===== src/rtl/ft2232h_frame_packer_if.sv =====
// ft2232h_frame_packer_if: sample input and frame output bundle of the packer.
// slave = packer side; master = sample source plus frame transmitter side.
interface ft2232h_frame_packer_if #(
  parameter int DATA_WIDTH = 14,
  parameter int SAMPLES    = 40
);
  localparam int FRAME_BITS = DATA_WIDTH * SAMPLES;

  logic [DATA_WIDTH-1:0] sample_in;
  logic                  sample_valid;
  logic                  sample_ready;
  logic [0:FRAME_BITS-1] frame_data;
  logic                  frame_valid;
  logic                  frame_ready;
  logic                  overflow;
  logic [15:0]           overflow_cnt;

  modport slave (
    input  sample_in,
    input  sample_valid,
    output sample_ready,
    output frame_data,
    output frame_valid,
    input  frame_ready,
    output overflow,
    output overflow_cnt
  );

  modport master (
    output sample_in,
    output sample_valid,
    input  sample_ready,
    input  frame_data,
    input  frame_valid,
    output frame_ready,
    input  overflow,
    input  overflow_cnt
  );
endinterface


===== src/rtl/ft2232h_frame_packer.sv =====
// ft2232h_frame_packer: packs SAMPLES samples into one frame, ping-pong buffered.
// Ports: clk, rst (async, high), bus (slave): sample in/valid/ready,
// frame data/valid/ready, overflow pulse, overflow_cnt.
// Optional FRAME_PACKER_OVF_CNT_EN: saturating dropped-sample counter.
module ft2232h_frame_packer #(
  parameter int DATA_WIDTH = 14,
  parameter int SAMPLES    = 40
) (
  input logic                   clk,
  input logic                   rst,
  ft2232h_frame_packer_if.slave bus
);
  localparam int FRAME_BITS = DATA_WIDTH * SAMPLES;
  localparam int IDX_W = $clog2(SAMPLES);
  localparam logic [IDX_W-1:0] LAST_IDX = IDX_W'(SAMPLES - 1);

  logic [0:FRAME_BITS-1] buf_q [2];
  logic [1:0]            full_q;
  logic [1:0]            full_d;
  logic                  wr_buf_q;
  logic                  rd_buf_q;
  logic [IDX_W-1:0]      wr_idx_q;
  logic                  ovf_q;

  logic sample_ready;
  logic frame_valid;
  logic accept;
  logic drop;
  logic complete;
  logic consume;

  assign sample_ready = ~full_q[wr_buf_q];
  assign frame_valid  = full_q[rd_buf_q];

  assign accept   = bus.sample_valid & sample_ready;
  assign drop     = bus.sample_valid & ~sample_ready;
  assign complete = accept & (wr_idx_q == LAST_IDX);
  assign consume  = frame_valid & bus.frame_ready;

  assign bus.sample_ready = sample_ready;
  assign bus.frame_valid  = frame_valid;
  assign bus.frame_data   = buf_q[rd_buf_q];
  assign bus.overflow     = ovf_q;

  // Consume and completion always hit different buffers, so both apply.
  always_comb begin
    full_d = full_q;
    if (consume)
      full_d[rd_buf_q] = 1'b0;
    if (complete)
      full_d[wr_buf_q] = 1'b1;
  end

  always_ff @(posedge clk or posedge rst) begin
    if (rst) begin
      full_q   <= 2'b00;
      wr_buf_q <= 1'b0;
      rd_buf_q <= 1'b0;
      wr_idx_q <= '0;
      ovf_q    <= 1'b0;
    end else begin
      full_q <= full_d;
      ovf_q  <= drop;
      if (consume)
        rd_buf_q <= ~rd_buf_q;
      if (complete) begin
        wr_buf_q <= ~wr_buf_q;
        wr_idx_q <= '0;
      end else if (accept) begin
        wr_idx_q <= wr_idx_q + 1'b1;
      end
    end
  end

  // Ascending frame range: the slot base index receives the sample MSB.
  always_ff @(posedge clk or posedge rst) begin
    if (rst) begin
      buf_q[0] <= '0;
      buf_q[1] <= '0;
    end else if (accept) begin
      buf_q[wr_buf_q][int'(wr_idx_q)*DATA_WIDTH +: DATA_WIDTH]
        <= bus.sample_in;
    end
  end

`ifdef FRAME_PACKER_OVF_CNT_EN
  logic [15:0] ovf_cnt_q;

  always_ff @(posedge clk or posedge rst) begin
    if (rst)
      ovf_cnt_q <= 16'h0000;
    else if (drop && ovf_cnt_q != 16'hFFFF)
      ovf_cnt_q <= ovf_cnt_q + 16'd1;
  end

  assign bus.overflow_cnt = ovf_cnt_q;
`else
  assign bus.overflow_cnt = 16'h0000;
`endif

endmodule


===== src/flat_wrapper.sv =====
// flat-port wrapper written by rule: the top's interface ports become plain ports
module ft2232h_frame_packer_flat 
#(
  parameter int DATA_WIDTH = 14,
  parameter int SAMPLES    = 40
)
  (clk, rst, bus_sample_in, bus_sample_valid, bus_sample_ready, bus_frame_data, bus_frame_valid, bus_frame_ready, bus_overflow, bus_overflow_cnt);
  ft2232h_frame_packer_if #(.DATA_WIDTH(DATA_WIDTH), .SAMPLES(SAMPLES)) bus_i ();
  input logic clk;
  input logic rst;
  input wire logic [$bits(bus_i.sample_in)-1:0] bus_sample_in;
  input wire logic [$bits(bus_i.sample_valid)-1:0] bus_sample_valid;
  output wire logic [$bits(bus_i.sample_ready)-1:0] bus_sample_ready;
  output wire logic [$bits(bus_i.frame_data)-1:0] bus_frame_data;
  output wire logic [$bits(bus_i.frame_valid)-1:0] bus_frame_valid;
  input wire logic [$bits(bus_i.frame_ready)-1:0] bus_frame_ready;
  output wire logic [$bits(bus_i.overflow)-1:0] bus_overflow;
  output wire logic [$bits(bus_i.overflow_cnt)-1:0] bus_overflow_cnt;
  assign bus_i.sample_in = bus_sample_in;
  assign bus_i.sample_valid = bus_sample_valid;
  assign bus_sample_ready = bus_i.sample_ready;
  assign bus_frame_data = bus_i.frame_data;
  assign bus_frame_valid = bus_i.frame_valid;
  assign bus_i.frame_ready = bus_frame_ready;
  assign bus_overflow = bus_i.overflow;
  assign bus_overflow_cnt = bus_i.overflow_cnt;
  ft2232h_frame_packer #(.DATA_WIDTH(DATA_WIDTH), .SAMPLES(SAMPLES)) u_core (.clk(clk), .rst(rst), .bus(bus_i));
endmodule

===== config.mk =====
export PLATFORM = sky130hd
export DESIGN_NAME = ft2232h_frame_packer_flat
export DESIGN_NICKNAME = d
export VERILOG_FILES = /design/src/rtl/ft2232h_frame_packer_if.sv /design/src/rtl/ft2232h_frame_packer.sv /design/src/flat_wrapper.sv
export SDC_FILE = /design/constraint.sdc
export NUM_CORES = 2
export LEC_CHECK = 0
export BUFFER_PORTS_ARGS = -buffer_cell sky130_fd_sc_hd__buf_2
export CORE_MARGIN = 3
export CORE_UTILIZATION = 59
export CTS_CLUSTER_DIAMETER = 30
export DETAILED_ROUTE_END_ITERATION = 6
export GPL_ROUTABILITY_DRIVEN = 0
export PLACE_DENSITY_LB_ADDON = 0.12
export SYNTH_ARGS = -nofsm -noshare
export SYNTH_HDL_FRONTEND = slang
export SYNTH_SLANG_ARGS = --single-unit

===== constraint.sdc =====
create_clock -name clk -period 56.8 [get_ports clk]
set_input_delay 11.36 -clock clk [delete_from_list [all_inputs] [get_ports clk]]
set_output_delay 11.36 -clock clk [all_outputs]
set_load 0.05 [all_outputs]

==> impl_metrics.env <==
export IMPL_status="finished clean"
export IMPL_finalMaxSlewViolations=0
export IMPL_cp_slowest_cell="dfrtp_4"
export IMPL_drive_gt1_share_pct=39.8
export IMPL_synth_edf_count=0
export IMPL_path_cells="buf_4, buf_4, buf_4, mux2_2, buf_2"
export IMPL_hp_class="reg2reg"
export IMPL_postCtsSetupBuffers=0
export IMPL_drtIter0Drc=5695
export IMPL_synth_most_common_cell="mux2_2"
export IMPL_dr_pass1_iters=7
export IMPL_period_needed_ns=16.47
export IMPL_syn2layout_area_growth_pct=21.7
export IMPL_synthCells=5063
export IMPL_setup_viol=0
export IMPL_track_usage_pct=40.2
export IMPL_worstMarginPinSlew_ns=1.49
export IMPL_die_area_um2=97400
export IMPL_cp_end_kind="output port"
export IMPL_via_per_inst=6.45
export IMPL_reg2reg_depth=14
export IMPL_routed_wl_mm=199
export IMPL_startpoint_type="flip-flop"
export IMPL_whs_path_depth=1
export IMPL_post_synth_top_area_fraction_pct=51.2
export IMPL_cts_tree="built"
export IMPL_postSynth_asyncResetShare_pct=100
export IMPL_synth_area_per_cell_um2=10.9
export IMPL_rows=111
export IMPL_initial_utilization_pct=59.9
export IMPL_cts_made_buffers=222
export IMPL_wl_per_cell_um=28.1
export IMPL_pin_count=597
export IMPL_crit_family="buffers and inverters"
export IMPL_cp_common_cell="buf_4"
export IMPL_cts_sinks=1131
export IMPL_slowest_delay_ns=1.14
export IMPL_cts_hold_buf=0
export IMPL_drc=0
export IMPL_cp_num_buf_inv=4
export IMPL_antenna_left=0
export IMPL_max_slew_margin_pct=0.536
export IMPL_finalCritPeriodShare_pct=29.0
export IMPL_grt_max_degree=177
export IMPL_synthesis_area_um2=55300
export IMPL_synth_area_leaders="dfrtp_1 (51%), mux2_2 (24%), o21ai_0 (9.0%)"
export IMPL_vias=45800
export IMPL_cp_depth=5
export IMPL_core_area_um2=92200
export IMPL_arrival_ns=5.11
export IMPL_synthTopCellsByCount="mux2_2 (1171), dfrtp_1 (1131), o21ai_0 (996)"
export IMPL_cp_data_required_time_ns=45.44
export IMPL_synth_cell_types=77
export IMPL_fin_worst_skew_ns=0.0607
export IMPL_synth_seq_cells=1131
export IMPL_die_x_um=312
export IMPL_nets=5690
export IMPL_regArea_um2=28300
export IMPL_hpwl_mm=132
export IMPL_path_class="reg2out"
export IMPL_cts_resized=0
export IMPL_htreeDepth=4
export IMPL_n_fill_cell=6594
export IMPL_port_buffers=580
export IMPL_grt_pass1_vias=46200
export IMPL_fmax_mhz=60.7
export IMPL_ys_flop_type="dfrtp_1"
export IMPL_yosysTopAreaCell="dfrtp_1"
export IMPL_die_h_um=312
export IMPL_hold_violations=0
export IMPL_rsz0062_at_grt="no"
export IMPL_clock_path_buffers=3
export IMPL_seq_area_frac_synth_pct=51.2
export IMPL_setup_tns_final_ns=0
export IMPL_clk_pin_slew_ns=0.05
export IMPL_multiInputGateArea_um2=25600
export IMPL_grt_pass1_wl_mm=295
export IMPL_critPathMaxFanout=78
export IMPL_overflow=0
export IMPL_drv_cap=0
export IMPL_insertion_delay_ns=0.83
export IMPL_antenna_found_initial=18
export IMPL_yosys_warnings=0
export IMPL_cts_root_buf="clkbuf_16"
## registers in the layout, summed over array words and instances (netlist names)
signal	cells
u_core.rd_buf_q	1
u_core.full_q	2
u_core.wr_buf_q	1
u_core.buf_q	1120
u_core.bus.overflow	1
u_core.wr_idx_q	6
## through the flow
stage / cell area (um^2) / utilization [%] / instances / worst slack [ns] / hold WS [ns]
6_report: 67300 / 72.9 / 7099 / 40.33 / 0.485
2_1_floorplan: 55300 / - / 5078 / 13.59 / 0.456
3_5_place_dp: 59400 / 64.4 / 6668 / 40.18 / 0.478
4_1_cts: 67200 / 72.9 / 7088 / 40.38 / 0.489
5_1_grt: 67300 / 72.9 / 7096 / 40.17 / 0.505
3_3_place_gp: 59400 / 64.4 / 6668 / 40.26 / 0.472
## cells in the final DEF, fill, tap and decap left out, types with 11 or more instances in the layout
cell type and count:
mux2_2 1171, dfrtp_1 1130, o21ai_0 996, buf_2 580, nand2_1 553, nor2_1 302, clkbuf_16 222, buf_4 111
nand3_1 71, clkinv_2 57, a21oi_1 43, nor3_1 35, o22ai_1 32, clkbuf_8 31, nand4_1 30, clkinvlp_4 26
clkbuf_1 26, o21ai_1 25, mux2_1 25, bufinv_16 25, inv_1 19, mux2i_1 19, o32ai_1 18, ha_1 16
conb_1 16, o22a_1 14, clkinv_4 13, and2_1 12, nor4_4 12, diode_2 11, a22oi_1 11
## worst paths after layout
check / from / end / slack (ns)
setup / recovery: u_core.rd_buf_q / bus_frame_data[383] / 40.33
hold / removal: u_core.buf_q[644] / u_core.buf_q[644] / 0.49
setup reg to reg: u_core.wr_idx_q[0] / u_core.buf_q[570] / 50.61
hold reg to reg: u_core.buf_q[644] / u_core.buf_q[644] / 0.49
max in group asynchronous: rst / u_core.buf_q[750] / 41.27
min in group asynchronous: rst / u_core.buf_q[18] / 10.71
## worst reg2reg max path: stages, from the launching register on
cell	delay (ns)
dfrtp_1	0.32
buf_4	0.46
inv_2	0.30
fa_1	0.52
inv_1	0.07
ha_1	0.19
inv_1	0.08
fa_2	0.56
buf_4	0.41
nor2b_1	0.87
nand2_1	0.43
o21a_1	0.55
nor3_1	0.79
nand2_1	0.22
mux2_2	0.34
## metal layers
metal | global-route usage (%) | up-vias | part of all wire (%)
met5 | 0.346 | - | 0.050
met3 | 12.7 | 663 | 11
li1 | - | 19300 | -
met4 | 25.1 | 10 | 7.0
met2 | 60.4 | 2839 | 44
met1 | 50.7 | 23000 | 37
## cell families (layout without fill, tap and decap cells)
| logic type | after synthesis | in the layout | synth area share, % |
|---|---|---|---|
| AOI/OAI and AO/OA | 1199 | 1199 | 11.5 |
| xor gates and xnor gates | 8 | 8 | 0.127 |
| adders and majority gates | 23 | 23 | 0.602 |
| buffers and inverters | 368 | 1135 | 2.86 |
| DFF | 1131 | 1131 | 51.2 |
| muxes | 1219 | 1219 | 24.9 |
| other | 1 | 27 | 0.00678 |
| and+or+nand+nor | 1114 | 1114 | 8.78 |
## area by class of cell
type,instances,share of cell area (%)
clock buffer,279,9.04
clock inverter,141,2.65
tap,1243,2.31
antenna,11,0.0409
inverter,21,0.128
multi-input combinational,3579,38.1
timing repair buffer,694,5.64
sequential,1131,42.1
Power is left out: the tool's default activity adds up to more than one toggle a clock period on the data nets, which glitch-free logic cannot reach.
